### src/rtl/fifo_pkg.sv
// Shared FIFO helpers: pointer width and wrap-bit pointer compares.
package fifo_pkg;

  // Pointers carry one extra wrap bit above the memory address.
  function automatic int unsigned ptr_w(input int unsigned aw);
    return aw + 1;
  endfunction

  // Pointers are passed zero-extended to 32 bits; aw selects the wrap bit.
  function automatic logic ptr_empty(input logic [31:0] wptr, input logic [31:0] rptr);
    return wptr == rptr;
  endfunction

  function automatic logic ptr_full(input logic [31:0] wptr, input logic [31:0] rptr,
                                    input int unsigned aw);
    logic [31:0] mask;
    mask = (32'd1 << aw) - 32'd1;
    return (wptr[aw] != rptr[aw]) && ((wptr & mask) == (rptr & mask));
  endfunction

endpackage

### src/rtl/fifo_mem.sv
// FIFO storage: synchronous write port, combinational read port, no reset.
module fifo_mem #(
  parameter int unsigned DW = 32,
  parameter int unsigned AW = 4
) (
  input  logic          I_CLK,
  input  logic          I_WR_EN,
  input  logic [AW-1:0] I_WR_ADDR,
  input  logic [DW-1:0] I_WR_DATA,
  input  logic [AW-1:0] I_RD_ADDR,
  output logic [DW-1:0] O_RD_DATA
);

  localparam int unsigned Depth = 1 << AW;

  logic [DW-1:0] mem_q [Depth];

  // Write port; contents are deliberately left unreset.
  always_ff @(posedge I_CLK) begin
    if (I_WR_EN) begin
      mem_q[I_WR_ADDR] <= I_WR_DATA;
    end
  end

  // Read port feeds first-word-fall-through output directly.
  always_comb begin
    O_RD_DATA = mem_q[I_RD_ADDR];
  end

endmodule

### src/rtl/fifo_sync_ctrl.sv
// Single-clock FWFT FIFO controller: pointers, occupancy, flags and peak tracking.
module fifo_sync_ctrl
  import fifo_pkg::*;
#(
  parameter int unsigned DW        = 32,
  parameter int unsigned AW        = 4,
  parameter int unsigned AF_THRESH = (1 << AW) - 2,
  parameter int unsigned AE_THRESH = 1
) (
  input  logic          I_CLK,
  input  logic          I_RSTN,
  input  logic          I_CLR,
  input  logic          I_WR_VALID,
  output logic          O_WR_READY,
  input  logic [DW-1:0] I_WR_DATA,
  output logic          O_RD_VALID,
  input  logic          I_RD_READY,
  output logic [DW-1:0] O_RD_DATA,
  output logic [AW:0]   O_COUNT,
  output logic          O_ALMOST_FULL,
  output logic          O_ALMOST_EMPTY,
  output logic [AW:0]   O_PEAK
);

  localparam int unsigned PW    = ptr_w(AW);
  localparam int unsigned Depth = 1 << AW;

  localparam logic [AW:0] AfThresh = (AW + 1)'(AF_THRESH);
  localparam logic [AW:0] AeThresh = (AW + 1)'(AE_THRESH);

  if (AF_THRESH < 1 || AF_THRESH > Depth) begin : g_af_range_err
    $error("fifo_sync_ctrl: AF_THRESH %0d outside 1..%0d", AF_THRESH, Depth);
  end
  if (AE_THRESH > Depth - 1) begin : g_ae_range_err
    $error("fifo_sync_ctrl: AE_THRESH %0d outside 0..%0d", AE_THRESH, Depth - 1);
  end

  logic [PW-1:0] wptr_q, wptr_d;
  logic [PW-1:0] rptr_q, rptr_d;
  logic [AW:0]   count_q, count_d;
  logic [AW:0]   peak_q, peak_d;
  logic          empty, full, wr_fire, rd_fire;

  // Status depends only on pointer registers, keeping handshakes loop-free.
  always_comb begin
    empty          = ptr_empty(32'(wptr_q), 32'(rptr_q));
    full           = ptr_full(32'(wptr_q), 32'(rptr_q), AW);
    O_WR_READY     = ~full;
    O_RD_VALID     = ~empty;
    wr_fire        = I_WR_VALID & ~full;
    rd_fire        = I_RD_READY & ~empty;
    O_COUNT        = count_q;
    O_PEAK         = peak_q;
    O_ALMOST_FULL  = (count_q >= AfThresh);
    O_ALMOST_EMPTY = (count_q <= AeThresh);
  end

  // Next-state; clear overrides any transfer in the same cycle.
  always_comb begin
    wptr_d  = wptr_q;
    rptr_d  = rptr_q;
    count_d = count_q;
    peak_d  = peak_q;
    if (I_CLR) begin
      wptr_d  = '0;
      rptr_d  = '0;
      count_d = '0;
      peak_d  = '0;
    end else begin
      if (wr_fire) wptr_d = wptr_q + PW'(1);
      if (rd_fire) rptr_d = rptr_q + PW'(1);
      unique case ({wr_fire, rd_fire})
        2'b10:   count_d = count_q + (AW + 1)'(1);
        2'b01:   count_d = count_q - (AW + 1)'(1);
        default: count_d = count_q;
      endcase
      if (count_d > peak_q) peak_d = count_d;
    end
  end

  // State registers.
  always_ff @(posedge I_CLK or negedge I_RSTN) begin
    if (!I_RSTN) begin
      wptr_q  <= '0;
      rptr_q  <= '0;
      count_q <= '0;
      peak_q  <= '0;
    end else begin
      wptr_q  <= wptr_d;
      rptr_q  <= rptr_d;
      count_q <= count_d;
      peak_q  <= peak_d;
    end
  end

  // A write in the clear cycle still lands in memory but is unreachable afterwards.
  fifo_mem #(
    .DW (DW),
    .AW (AW)
  ) u_mem (
    .I_CLK     (I_CLK),
    .I_WR_EN   (wr_fire),
    .I_WR_ADDR (wptr_q[AW-1:0]),
    .I_WR_DATA (I_WR_DATA),
    .I_RD_ADDR (rptr_q[AW-1:0]),
    .O_RD_DATA (O_RD_DATA)
  );

endmodule

### config.mk
export PLATFORM = sky130hd
export DESIGN_NAME = fifo_sync_ctrl
export DESIGN_NICKNAME = d
export VERILOG_FILES = /design/src/rtl/fifo_pkg.sv /design/src/rtl/fifo_mem.sv /design/src/rtl/fifo_sync_ctrl.sv
export SDC_FILE = /design/constraint.sdc
export NUM_CORES = 1
export LEC_CHECK = 0
export BUFFER_PORTS_ARGS = -buffer_cell sky130_fd_sc_hd__buf_2
export CORE_AREA = 2 2 233 235
export DETAILED_ROUTE_END_ITERATION = 10
export DIE_AREA = 0 0 235 237
export HOLD_SLACK_MARGIN = 0.06
export PLACE_DENSITY = 0.57
export SLEW_MARGIN = 20
export SYNTH_ARGS = -nofsm -noshare
export SYNTH_HDL_FRONTEND = slang
export SYNTH_SLANG_ARGS = --single-unit
### constraint.sdc
create_clock -name I_CLK -period 6.08 [get_ports I_CLK]
set_clock_uncertainty 0.15 [all_clocks]
set_input_delay 0 -clock I_CLK [delete_from_list [all_inputs] [get_ports I_CLK]]
set_output_delay 0 -clock I_CLK [all_outputs]
set_load 0.01 [all_outputs]
### Yosys cells after proc, flatten, opt, wreduce, memory -nomap -nowiden

Memory sizes are Yosys's and may differ from the RTL's.
Index checks and enable logic that the tools add are counted.

* bits in registers: 20
* RAM bits: 512
* input bits: 37
* output and inout bits: 46
* memories: 1

Memories
* u_mem.mem_q: depth 16, bits a word 32, read ports 1, clocked after memory_dff 0, write ports 1, RTL line fifo_mem.sv:16 `logic [DW-1:0] mem_q [Depth];`

* add/sub/neg operators: 4
* magnitude comparators: 3
* equal/unequal tests: 5
* muxes and demuxes: 11
* bitwise gates (word level): 4
* reductions and logical operators: 4

Operators with widths (number)
* 5-bit 2-to-1 mux: 8
* 5-bit by 1-bit adder with 5-bit output, second input constant: 3
* 5-bit case mux with 2 select lines: 1
* 2-bit nonzero test: 3
* 5-bit equality test: 1
* 5-bit by 4-bit greater-or-equal comparator with 1-bit output, second input constant: 1
* 5-bit greater-than comparator: 1
* 5-bit by 1-bit less-or-equal comparator with 1-bit output, second input constant: 1
* 5-bit by 1-bit subtractor with 5-bit output, second input constant: 1
* 4-bit equality test: 1
* 1-bit bitwise AND: 2
* 2-bit by 1-bit equality test with 1-bit output, second input constant: 1
* 2-bit equality test, second input constant: 1
* 1-bit 2-to-1 mux: 2
* 1-bit NOT: 2
* 1-bit logical AND: 1
* 1-bit != test: 1

### Depth between registers and ports, before layout

Gate-level depths: netlist (run 1).

* word-level depth: 10
* gate-level depth with buffers: 18
* gate-level depth less buffers: 14

### Modules after synthesis

A second synthesis (run 1) with hierarchy kept.

* cell total of the unflattened synthesis: 969
* area total of the unflattened synthesis: 20726.1 sq um

By module, submodules not included
* fifo_mem: times used 1, cells an instance 806, area each 19213.4 sq um, seq. area each 15374.7 sq um
* fifo_sync_ctrl: times used 1, cells an instance 163, area each 1512.7 sq um, seq. area each 500.5 sq um

### Worst setup path after synthesis (run 1)

No wires, ideal clock.

* path kind: register to register
* start: register wptr_q[2]
* end: register peak_q[0], in the netlist O_PEAK[0]
* setup time: 0.083 ns
* arrival time: 3.690 ns
* path slack: 2.158 ns
* stages on the path, launching flop included: 19
* path buffers: 4
* period minus slack after synthesis: 3.922 ns
* cell sequence: dfrtp_1 -> buf_2 -> xnor2_1 -> and4_1 -> buf_6 -> a21boi_4 -> buf_6 -> inv_1 -> ha_1 -> clkbuf_1 -> nor2_1 -> mux2_2 -> a221oi_1 -> inv_1 -> ha_1 -> and3_1 -> and3_1 -> a211o_1 -> o22ai_1

* word-level cells in the longest chain between the ends: 9
* elaborated cells between the ends (all ways): 15
* classes of those cells: order compare (1); eq/ne (4); mux (4); bitwise (4); reduce/logical (2)

Ends and longest elaborated chain
* from (decl): RTL line fifo_sync_ctrl.sv:38 `logic [PW-1:0] wptr_q, wptr_d;`
* from (signal assigned): RTL line fifo_sync_ctrl.sv:89 `wptr_q <= wptr_d;`
* 4-bit equality test: RTL line fifo_pkg.sv:18 `return (wptr[aw] != rptr[aw]) && ((wptr & mask) == (rptr & mask));`
* 1-bit logical AND: RTL line fifo_pkg.sv:18
* 1-bit NOT: RTL line fifo_sync_ctrl.sv:50 `wr_fire = I_WR_VALID & ~full;`
* 1-bit bitwise AND: RTL line fifo_sync_ctrl.sv:50
* 2-bit by 1-bit equality test with 1-bit output / 2-bit equality test (equally long branches): RTL line fifo_sync_ctrl.sv:72 `unique case ({wr_fire, rd_fire})`
* 5-bit case mux with 2 select lines (*): RTL line fifo_sync_ctrl.sv:72
* 5-bit 2-to-1 mux (*): RTL line fifo_sync_ctrl.sv:64 `if (I_CLR) begin`
* 5-bit greater-than comparator / 5-bit 2-to-1 mux (equally long branches): RTL line fifo_sync_ctrl.sv:77 `if (count_d > peak_q) peak_d = count_d;`
* 2-bit nonzero test (no source line) / 5-bit 2-to-1 mux (equally long branches)
* to (signal assigned): RTL line fifo_sync_ctrl.sv:92 `peak_q <= peak_d;`
* to (decl): RTL line fifo_sync_ctrl.sv:41 `logic [AW:0] peak_q, peak_d;`

Every way passes the cells marked *; elsewhere a longest branch is shown, timed or not. The select of a mux whose other input is x is not followed.
A chain may end at the register's enable or synchronous reset.

### Final worst setup path (run 1)

Ends and elaborated chain as after synthesis.

==> results of run 1 <==
## synthesized netlist by cell type, types with 9 or more instances
cell	count
sky130_fd_sc_hd__dfrtp_1	20
sky130_fd_sc_hd__nor2_1	17
sky130_fd_sc_hd__ha_1	16
sky130_fd_sc_hd__a211oi_1	32
sky130_fd_sc_hd__buf_4	9
sky130_fd_sc_hd__nand2_1	16
sky130_fd_sc_hd__nor2b_1	40
sky130_fd_sc_hd__edfxtp_1	512
sky130_fd_sc_hd__mux4_2	128
sky130_fd_sc_hd__inv_1	16
sky130_fd_sc_hd__mux2i_1	36
sky130_fd_sc_hd__and3_1	17
sky130_fd_sc_hd__a21oi_1	42
sky130_fd_sc_hd__buf_2	14
sky130_fd_sc_hd__clkbuf_1	20
## final cells by class
type	instances	area (µm²)	area share, %
clock buffer	65	1393	5.732
timing repair buffer	145	993.5	4.089
clock inverter	28	219.0	0.9013
tap	696	870.8	3.585
sequential	532	15890	65.41
inverter	16	60.06	0.2472
multi-input combinational	402	4862	20.01
antenna	2	5.005	0.02060
## logic make-up (layout without fill, tap and decap cells)
group	Yosys count	count (layout)
and+or+nand+nor	111	111
DFF	532	532
AOI/OAI and AO/OA	98	98
muxes	171	171
adders and majority gates	16	16
xor gates and xnor gates	6	6
buffers and inverters	72	254
other	0	2
## through the flow
step	std cells	hold WS (ns)	power, mW	worst slack, ns	instance area [µm²]
final	1886	0.1857	8.156	1.797	24290
after global routing	1886	0.1746	8.462	1.441	24290
after CTS	1883	0.1408	8.248	1.772	24270
after detailed placement	1751	-0.1622	5.151	1.877	22270
after global placement	1751	-0.1667	5.146	1.968	22270
after floorplan	1006	-0.4456	4.904	2.158	21130
## layer usage
| metal | routed length, µm | track usage [%] | vias to the layer above |
|---|---|---|---|
| met1 | 19740 | 22.06 | 5345 |
| met5 | 11 | 0 | - |
| met3 | 2037 | 2.588 | 59 |
| met2 | 22520 | 27.50 | 235 |
| li1 | - | - | 4459 |
| met4 | 901 | 4.929 | 2 |
## what timing repair did
item                      4_1_cts  5_1_grt
setup buffers                   0        0
hold buffers                   39        0
hold endpoints to repair      565        0
## sequential cells by signal, summed over array words and instances, names as in the netlist
name / flops
u_mem.mem_q: 512
rptr_q: 5
O_COUNT: 5
wptr_q: 5
O_PEAK: 5
## worst max path at each step
stage               startpoint           end  slack, ns  cells past startpoint
floorplan            wptr_q[2]     O_PEAK[0]       2.16                     18
global placement     wptr_q[2]     O_PEAK[3]       1.97                     14
detailed placement   wptr_q[2]     O_PEAK[1]       1.88                     14
CTS                  rptr_q[0]  O_RD_DATA[8]       1.77                      7
global route         wptr_q[2]     O_PEAK[1]       1.44                     14
finish               wptr_q[2]     O_PEAK[0]       1.80                     14
## power by group
part | total [mW] | switching (mW) | internal [mW]
combinational | 0.977 | 0.514 | 0.463
sequential | 4.10 | 0.0272 | 4.07
clock | 3.08 | 1.33 | 1.74
total | 8.16 | 1.88 | 6.28
==> qor.log, run 1 <==
qor: hold_path.worst_hold_path.endpoint u_mem.mem_q[9][14]
qor: detailed_routing.first_iteration_detailed_routing_drc_count 668
qor: yosys.synth_cells 1006
qor: placed_design.gp_congestion 0.7821
qor: yosys.post_synth_mux_area_share 15.72%
qor: yosys.yosysSeqAreaShare 75.14%
qor: detailed_routing.routedWlPerCell 23.97 µm
qor: yosys.synthesis.area 21130 µm²
qor: yosys.synthSimpleGateAreaFrac 2.878%
qor: critical_path.critical_path.reg2reg.endpoint O_PEAK[0]
qor: finish.areaGrowthSynthToFinish 14.99%
qor: critical_path.crit_path_max_fanout 19
qor: timing.final_worst_path_period_share 70.45%
qor: grt.antenna_found_initial 3
qor: floorplanning.die-height 237 µm
qor: yosys.synth_edf_count 512
qor: yosys.post_synth_main_area_contributors sky130_fd_sc_hd__edfxtp_1 (73%), sky130_fd_sc_hd__mux4_2 (14%), sky130_fd_sc_hd__dfrtp_1 (2.4%)
qor: power.power.density_cell_area 335.7 nW/µm²
qor: critical_path.worst-r2r-cell-count 14
qor: clocking.cts_htree_levels 2
qor: clocking.cts.path.max_buffers 3
qor: timing.rsz_0062_raised_after_global_routing false
qor: grt.grtUsageTotal 16.35%
qor: grt.globalRouteOverflowTotal 0
qor: grt.grt_pass1_wl 67920 µm
qor: timing.timing.final.crit_period 4.284 ns
qor: floorplanning.io_pins 83
qor: timing.number_of_slew_limit_violations_in_the_final_report 0
qor: floorplanning.placement_rows 85
qor: clocking.clock_sink_count 532
qor: grt.grt_start_max_net_pins 70
qor: power.max_rail_drop_vdd 0.0002135 V
qor: outcome.outcome completed
qor: floorplanning.die_area 55700 µm²
qor: placed_design.place.detailed.hpwl 22890 µm
qor: critical_path.worstSetupEndpointType register
qor: yosys.register_bit_total_from_synthesis 532
qor: critical_path.critPathBufInv 2
qor: clocking.cts-buffers-inserted 52
qor: clocking.cts_tree done
qor: power.cellLeakagePower 7.752 nW
qor: finish.layout_common_cells sky130_fd_sc_hd__edfxtp_1 (512), sky130_fd_sc_hd__mux4_2 (128), sky130_fd_sc_hd__buf_2 (82)
qor: hold_path.holdCritStartpoint I_WR_DATA[14]
qor: yosys.synth_async_sr_flop_share 3.759%
qor: yosys.ys_dominant_reg_cell sky130_fd_sc_hd__edfxtp_1
qor: hold_path.hold_path.class primary input to register
qor: clocking.worst_skew_pair_latency 0.59 ns
qor: finish.fillCellCount 4432
qor: detailed_routing.detail_route.first_pass.iterations 5
qor: critical_path.worst_path_dominant_cell_family compound AO/OA/AOI/OAI gates
qor: grt.grt_pass1_vias 10580
qor: yosys.synth_warnings 0
qor: finish.post-route-util 45.59%
qor: yosys.yosys.area_share.adder 0.9476%
qor: finish.layout.cells.most_common sky130_fd_sc_hd__edfxtp_1
qor: yosys.yosysUniqueCellTypes 46
qor: detailed_routing.routed_via_density 5.355
qor: detailed_routing.dr_total_vias 10100
qor: critical_path.regToRegSetupSlack 1.80 ns
qor: timing.max-slew-margin-rel 29.57%
qor: timing.worst-slew-pin-transition 1.056 ns
qor: timing.fin_setup_tns 0 ns
qor: clocking.cts_resized 0
qor: clocking.cts.reportedPaths.clkPinSlew 0.06 ns
qor: timing.report.final.hold_viol_count 0
qor: yosys.synth-xor-area-share 0.2487%
qor: detailed_routing.wirelength 45210 µm
qor: critical_path.start_kind register
qor: timing.fmaxAchievable 233.5 MHz
qor: floorplanning.die-width 235 µm
qor: critical_path.timing.critical_path.slowest_stage_cell sky130_fd_sc_hd__ha_1
qor: finish.post_route_cells_drive_above_1_share 28.20%
qor: clocking.root_buffer sky130_fd_sc_hd__clkbuf_16
qor: critical_path.critPathArrivalTime 4.58 ns
qor: run.max_cap_violations 0
qor: yosys.synth.top_cell.area_share 72.77%
qor: critical_path.critical-path-max-stage-delay 0.50 ns
qor: critical_path.path_cells xnor2_1, and4_1, a21boi_4, inv_1, ha_1, nor2_1, mux2_2, a221oi_1, inv_1, ha_1, and3_1, and3_1, a21oi_1, o22ai_1
qor: floorplanning.starting_density_of_the_core 39.65%
qor: critical_path.cp.required 6.38 ns
qor: finish.final_nets 1202
qor: timing.finalSetupViolCount 0
qor: hold_path.worst_hold_path.num_cells 2
qor: floorplanning.coreArea 53280 µm²
qor: yosys.syn_area_per_cell 21.00 µm²
qor: yosys.netlist.top_cell.by_area sky130_fd_sc_hd__edfxtp_1
qor: critical_path.timing.setup.critical_path_class register to register
qor: yosys.synth_top_family_by_area multiplexers
qor: placed_design.io_buffers 82
qor: detailed_routing.detail-route-antenna-nets 0
qor: critical_path.timing.rr.start wptr_q[2]
qor: detailed_routing.route.detailed.drc 0
qor: yosys.syn-num-nets 1059
qor: yosys.synth_compound_area_share 3.074%
Power figures use the tool's default switching activity.
==> run 2, diff against run 1 <==
Settings changed: PLACE_DENSITY 0.57 to 0.59.
Clock period 6.08 ns to 3.81 ns, I/O delays scaled along.
==> run 2 against run 1 <==
Count of clock-buffer cells in the layout is 1 higher. Highest routed layer is now met4. Critical path depth stayed put. Utilization is 0.66 points higher.
==> qor.log, run 2 (synthesis gave the netlist of run 1 again) <==
qor: outcome.outcome completed
qor: detailed_routing.wirelength 44350 µm
qor: finish.largest-register u_mem.mem_q
qor: finish.layout.cells.most_common sky130_fd_sc_hd__edfxtp_1
qor: grt.globalRouteOverflowTotal 0
qor: timing.report.final.hold_viol_count 0
qor: floorplanning.placement_rows 85
qor: finish.final_nets 1213
qor: timing.final_worst_path_period_share 94.65%
qor: timing.timing.final.crit_period 3.606 ns
qor: critical_path.critical_path.reg2reg.endpoint O_PEAK[3]
qor: timing.worst-slew-pin-transition 0.9535 ns
qor: hold_path.hold_path.class primary input to register
qor: placed_design.placed_cells_incl_taps 1762
qor: finish.layout_common_cells sky130_fd_sc_hd__edfxtp_1 (512), sky130_fd_sc_hd__mux4_2 (128), sky130_fd_sc_hd__buf_2 (82)
qor: detailed_routing.first_iteration_detailed_routing_drc_count 783
qor: grt.grtUsageTotal 16.04%
qor: detailed_routing.detail-route-antenna-nets 0
qor: detailed_routing.routed_via_density 5.361
qor: placed_design.place.detailed.hpwl 23160 µm
qor: grt.grt_pass1_vias 10593
qor: clocking.worst_skew_pair_latency 0.58 ns
qor: finish.final-instance-count-excl-fill 1894
qor: floorplanning.die-width 235 µm
qor: hold_path.worst_hold_path.num_cells 2
qor: clocking.cts_setup_buffers 0
qor: hold_path.holdCritStartpoint I_WR_DATA[17]
qor: timing.fin_setup_tns 0 ns
qor: finish.largest_register_ffs 512
qor: floorplanning.io_pins 83
qor: critical_path.worst-r2r-cell-count 14
qor: clocking.cts_htree_levels 2
qor: floorplanning.coreArea 53280 µm²
qor: timing.number_of_slew_limit_violations_in_the_final_report 0
qor: critical_path.crit_path_max_fanout 12
qor: clocking.cts-buffers-inserted 53
qor: critical_path.timing.rr.start rptr_q[0]
qor: critical_path.worstSetupEndpointType register
qor: critical_path.timing.critical_path.from rptr_q[0]
qor: power.power.density_cell_area 536.3 nW/µm²
qor: placed_design.io_buffers 82
qor: clocking.root_buffer sky130_fd_sc_hd__clkbuf_16
qor: clocking.clock_sink_count 532
qor: timing.max-slew-margin-rel 36.22%
qor: grt.grt_pass1_wl 66960 µm
qor: detailed_routing.route.detailed.drc 0
qor: clocking.cts.path.max_buffers 3
qor: critical_path.regToRegSetupSlack 0.20 ns
qor: finish.post_route_cells_drive_above_1_share 29.32%
qor: detailed_routing.dr_total_vias 10154
qor: finish.post-route-util 46.26%
qor: floorplanning.starting_density_of_the_core 39.65%
qor: grt.antenna_found_initial 1
qor: critical_path.start_kind register
qor: clocking.cts_tree done
qor: timing.finalSetupViolCount 0
qor: run.max_cap_violations 0
qor: timing.worst_hold_check_slack 0.1791 ns
qor: power.cellLeakagePower 7.870 nW
qor: power.max_rail_drop_vdd 0.0003995 V
qor: critical_path.timing.setup.critical_path_class register to register
qor: floorplanning.die_area 55700 µm²
qor: placed_design.gp_congestion 0.7530
qor: floorplanning.die-height 237 µm
qor: finish.areaGrowthSynthToFinish 16.67%
qor: critical_path.cp.required 4.17 ns
qor: detailed_routing.detail_route.first_pass.iterations 5
qor: critical_path.critPathArrivalTime 3.96 ns
qor: grt.grt_start_max_net_pins 132
qor: timing.fmaxAchievable 277.3 MHz
qor: critical_path.timing.critical_path.to O_PEAK[3]
qor: detailed_routing.routedWlPerCell 23.42 µm
qor: clocking.cts.reportedPaths.clkPinSlew 0.06 ns
==> run 2: changes by cell type in the layout (fill, tap and decap cells not counted), moves of 2 or more <==
cell	before	now
sky130_fd_sc_hd__clkinv_1	14	12
sky130_fd_sc_hd__a221oi_1	2	0
sky130_fd_sc_hd__bufinv_16	3	6
sky130_fd_sc_hd__buf_4	23	19
sky130_fd_sc_hd__clkinv_2	7	5
sky130_fd_sc_hd__inv_6	0	2
sky130_fd_sc_hd__clkbuf_1	11	13
sky130_fd_sc_hd__clkinv_4	2	0
sky130_fd_sc_hd__buf_12	1	13
==> run 2: final cells by class <==
class	count	area [µm²]
Antenna cell	1	2.502
Clock buffer	66	1375
Clock inverter	26	275.3
Fill cell	4412	28640
Inverter	16	60.06
Multi-Input combinational cell	402	4908
Sequential cell	532	15890
Tap cell	696	870.8
Timing Repair Buffer	155	1265
==> run 2: what timing repair did <==
item                                    in CTS  in global routing
hold buffers                                38                  0
gates resized for setup                      1                  9
hold endpoints to repair                   564                  0
gates cloned                                 1                  0
endpoints found under the setup margin      24                  6
==> run 2: layer usage <==
metal  up-vias  global-route usage [%]  part of all wire (%)
met1      5381                   21.75                    44
met3        65                   2.401                   4.0
met2       226                   26.97                    50
met5         -                       0                     0
met4         0                   4.795                   2.0
li1       4482                       -                     -
==> run 2: critical path, stage by stage, from the launching register on <==
cell and delay, ns:
sky130_fd_sc_hd__dfrtp_4 0.48, sky130_fd_sc_hd__xnor2_1 0.23, sky130_fd_sc_hd__and4_4 0.30, sky130_fd_sc_hd__a21boi_4 0.06, sky130_fd_sc_hd__inv_1 0.10, sky130_fd_sc_hd__ha_4 0.25, sky130_fd_sc_hd__or3b_2 0.49, sky130_fd_sc_hd__mux2i_2 0.22
sky130_fd_sc_hd__a221oi_4 0.06, sky130_fd_sc_hd__inv_1 0.07, sky130_fd_sc_hd__ha_1 0.23, sky130_fd_sc_hd__and3_1 0.18, sky130_fd_sc_hd__and3_1 0.20, sky130_fd_sc_hd__a211o_1 0.34, sky130_fd_sc_hd__o22ai_1 0.17
==> run 2: worst min-delay path by stage <==
stage | to | slack, ns
final | u_mem.mem_q[13][17] | 0.18
after global routing | u_mem.mem_q[15][13] | 0.19
after CTS | u_mem.mem_q[12][13] | 0.15
after detailed placement | O_COUNT[4] | -0.17
after global placement | O_COUNT[4] | -0.17
after floorplan | O_COUNT[0] | -0.45
==> run 2: power breakdown <==
part | switching [mW] | total [mW] | internal, mW
clock | 2.09 | 5.03 | 2.94
combinational | 0.850 | 1.64 | 0.791
sequential | 0.0435 | 6.55 | 6.50
total | 2.98 | 13.2 | 10.2
==> run 2: metrics by stage <==
stage               total power [mW]  setup WS, ns  area, µm²
detailed placement             8.249       0.01839      22530
CTS                            13.35       0.01708      24600
global route                   13.72      -0.01174      24650
finish                         13.22        0.2037      24650
floorplan                      7.829       0.04803      21130
global placement               8.223       0.09294      22530
==> run 3, diff against run 2 <==
Settings changed: ABC_AREA from default to 1, CORE_AREA 2 2 233 235 to 2 2 235 237, DIE_AREA 0 0 235 237 to 0 0 237 239.
==> run 3 against run 2 <==
Highest routed layer is now met5. Sequential power is essentially flat. Critical path type is now register to output pin. Utilization is 0.61 points lower. Final cell count rose by 33%.
==> qor.log, run 3 <==
qor: outcome.outcome completed
qor: critical_path.critical-path-max-stage-delay 0.55 ns
qor: finish.fillCellCount 4719
qor: placed_design.gp_congestion 0.8707
qor: finish.post-route-util 45.64%
qor: timing.max-slew-margin-rel 5.288%
qor: grt.grt_start_max_net_pins 197
qor: timing.number_of_slew_limit_violations_in_the_final_report 0
qor: clocking.cts_htree_levels 2
qor: placed_design.dp_worst_setup_slack 0.3633 ns
qor: yosys.synthesis.area 21530 µm²
qor: yosys.synth_most_common_cell sky130_fd_sc_hd__edfxtp_1
qor: detailed_routing.routedWlPerCell 20.89 µm
qor: hold_path.holdCritStartpoint I_RD_READY
qor: finish.layout_common_cells sky130_fd_sc_hd__edfxtp_1 (512), sky130_fd_sc_hd__nor2_1 (330), sky130_fd_sc_hd__o21ai_0 (261)
qor: floorplanning.starting_density_of_the_core 39.62%
qor: grt.grtUsageTotal 18.62%
qor: clocking.root_buffer sky130_fd_sc_hd__clkbuf_16
qor: yosys.syn_area_per_cell 12.88 µm²
qor: finish.post_route_cells_drive_above_1_share 11.97%
qor: power.report.power.total 13.17 mW
qor: clocking.cts.path.max_buffers 3
qor: yosys.ys_dominant_reg_cell sky130_fd_sc_hd__edfxtp_1
qor: detailed_routing.detail-route-antenna-nets 0
qor: yosys.netlist.top_cell.by_area sky130_fd_sc_hd__edfxtp_1
qor: timing.fin_setup_tns 0 ns
qor: finish.largest_register_ffs 512
qor: power.cellLeakagePower 8.413 nW
qor: yosys.yosysSeqAreaShare 73.74%
qor: finish.largest-register u_mem.mem_q
qor: critical_path.timing.setup.critical_path_class register to output pin
qor: timing.final_worst_path_period_share 90.51%
qor: critical_path.worst-r2r-cell-count 19
qor: hold_path.hold_path.class primary input to register
qor: critical_path.timing.critical_path.mode_cell sky130_fd_sc_hd__buf_12
qor: grt.globalRouteOverflowTotal 0
qor: critical_path.critical_path.reg2reg.endpoint O_PEAK[4]
qor: power.max_rail_drop_vdd 0.0003295 V
qor: grt.grt_pass1_wl 79340 µm
qor: clocking.cts_setup_buffers 0
qor: yosys.register_bit_total_from_synthesis 532
qor: clocking.worst_skew_pair_latency 0.60 ns
qor: critical_path.cp.required 3.66 ns
qor: finish.final_nets 1826
qor: grt.antenna_found_initial 2
qor: critical_path.regToRegSetupSlack 0.41 ns
qor: critical_path.start_kind register
qor: finish.multi_input_comb_area 5049 µm²
qor: critical_path.path_cells buf_12, inv_2, buf_12, o21ai_0, o22ai_1, nand2_1, nand3_1, buf_2
qor: detailed_routing.wirelength 52600 µm
qor: placed_design.place.detailed.hpwl 26390 µm
qor: floorplanning.coreArea 54340 µm²
qor: floorplanning.die_area 56640 µm²
qor: clocking.clock_sink_count 532
qor: yosys.synth.top_cell.area_share 71.41%
qor: yosys.synthTopCellsByCount sky130_fd_sc_hd__edfxtp_1 (512), sky130_fd_sc_hd__nor2_1 (348), sky130_fd_sc_hd__o21ai_0 (261)
qor: placed_design.dpl-instance-area 22820 µm²
qor: finish.layout.cells.most_common sky130_fd_sc_hd__edfxtp_1
qor: timing.finalSetupViolCount 0
qor: detailed_routing.detail_route.first_pass.iterations 5
qor: critical_path.crit_path_max_fanout 196
qor: finish.areaGrowthSynthToFinish 15.20%
qor: critical_path.critPathBufInv 4
qor: detailed_routing.first_iteration_detailed_routing_drc_count 1207
qor: floorplanning.io_pins 83
qor: critical_path.worstSetupEndpointType output pin
qor: detailed_routing.routed_via_density 5.388
qor: placed_design.io_buffers 82
qor: yosys.syn-num-nets 1724
qor: detailed_routing.route.detailed.drc 0
qor: timing.worst-slew-pin-transition 1.421 ns
qor: hold_path.worst_hold_path.endpoint rptr_q[4]
qor: timing.fmaxAchievable 290.0 MHz
qor: detailed_routing.dr_total_vias 13567
qor: grt.grt_pass1_vias 12931
qor: finish.sequential_cell_area 15880 µm²
qor: critical_path.timing.rr.start wptr_q[2]
qor: yosys.synth_cells 1671
qor: critical_path.critPathArrivalTime 3.30 ns
qor: power.power.density_cell_area 530.8 nW/µm²
qor: yosys.synth_warnings 0
qor: run.max_cap_violations 0
qor: critical_path.timing.critical_path.slowest_stage_cell sky130_fd_sc_hd__buf_12
qor: yosys.post_synth_main_area_contributors sky130_fd_sc_hd__edfxtp_1 (71%), sky130_fd_sc_hd__o21ai_0 (6.1%), sky130_fd_sc_hd__nor2_1 (6.1%)
qor: finish.fin_area 24800 µm²
qor: timing.report.final.hold_viol_count 0
qor: floorplanning.placement_rows 86
qor: timing.finalWorstSetupSlack 0.3615 ns
qor: clocking.cts_tree done
qor: yosys.synth_edf_count 512
qor: yosys.yosysUniqueCellTypes 30
qor: hold_path.worst_hold_path.num_cells 4
qor: yosys.synth_async_sr_flop_share 3.759%
qor: floorplanning.die-width 237 µm
qor: clocking.cts.reportedPaths.clkPinSlew 0.06 ns
qor: critical_path.worst_path_dominant_cell_family buffers and inverters
qor: clocking.cts-buffers-inserted 52
qor: timing.rsz_0062_raised_after_global_routing false
qor: timing.timing.final.crit_period 3.449 ns
qor: floorplanning.die-height 239 µm
## run 3: cell types whose count changed in the layout (fill, tap and decap cells not counted), moves of 35 or more
cell	before	now
sky130_fd_sc_hd__nor2b_1	40	0
sky130_fd_sc_hd__nand3_1	4	90
sky130_fd_sc_hd__nor2_1	17	330
sky130_fd_sc_hd__o21ai_0	3	261
sky130_fd_sc_hd__o211ai_1	2	66
sky130_fd_sc_hd__mux2i_1	35	0
sky130_fd_sc_hd__mux4_2	128	0
sky130_fd_sc_hd__a21oi_1	40	3
sky130_fd_sc_hd__o22ai_1	5	64
sky130_fd_sc_hd__nand2_1	16	115
## run 3: worst max-delay path by stage
stage,start,to,slack [ns],depth (start not counted)
after detailed placement,wptr_q[2],O_PEAK[4],0.36,21
final,rptr_q[1],O_RD_DATA[19],0.36,8
after floorplan,rptr_q[0],u_mem.mem_q[0][0],0.62,9
after global placement,wptr_q[2],O_PEAK[4],0.47,19
after global routing,wptr_q[2],O_PEAK[3],0.04,19
after CTS,rptr_q[0],O_RD_DATA[3],0.25,7
## run 3: worst reg2reg max path: cells and delay by family (launching register included)
family | cells | cell delay [ns]
buffers and inverters | 3 | 0.26
xor gates and xnor gates | 1 | 0.19
DFF | 1 | 0.47
adders and majority gates | 2 | 0.59
and+or+nand+nor | 13 | 1.69
## run 3: final cells by class
type | count | share of cell area [%]
multi-input combinational | 999 | 20.36
clock inverter | 21 | 0.6608
clock buffer | 73 | 5.736
inverter | 35 | 0.5801
timing repair buffer | 153 | 5.065
tap | 704 | 3.551
sequential | 532 | 64.04
antenna | 1 | 0.01009
## run 3: logic make-up after synthesis
kind of cell	Yosys count	synth area share, %
adder cells (fa/ha/maj)	16	0.9298
AND/OR/NAND/NOR	577	11.10
buffers and inverters	140	3.417
XOR/XNOR	11	0.4824
AO/OA/AOI/OAI	395	10.33
flip-flops	532	73.74
## run 3: through the flow
stage | hold WS, ns | instances
after floorplan | -0.4456 | 1671
after global placement | -0.1629 | 2384
after detailed placement | -0.1632 | 2384
after CTS | 0.1287 | 2518
after global routing | 0.1631 | 2518
final | 0.1548 | 2518
## run 3: report_power, final
part | switching, mW | total (mW) | internal (mW)
Combinational | 1.18 | 1.74 | 0.562
Sequential | 0.0574 | 6.57 | 6.51
Clock | 2.12 | 4.86 | 2.73
Total | 3.36 | 13.2 | 9.80
## run 3: repair_timing
action                     in CTS  in global routing
hold endpoints to repair      600                  0
resized for setup               0                  1
setup endpoints to repair       0                  6
hold buffers                   40                  0
## run 3: per-layer routing
| layer | part of all wire (%) | wire length (µm) | global-route usage, % |
|---|---|---|---|
| met1 | 43 | 22510 | 24.74 |
| met2 | 49 | 25700 | 31.26 |
| met3 | 5.5 | 2888 | 2.714 |
| met4 | 2.8 | 1477 | 6.770 |
| met5 | 0.025 | 13 | 0 |
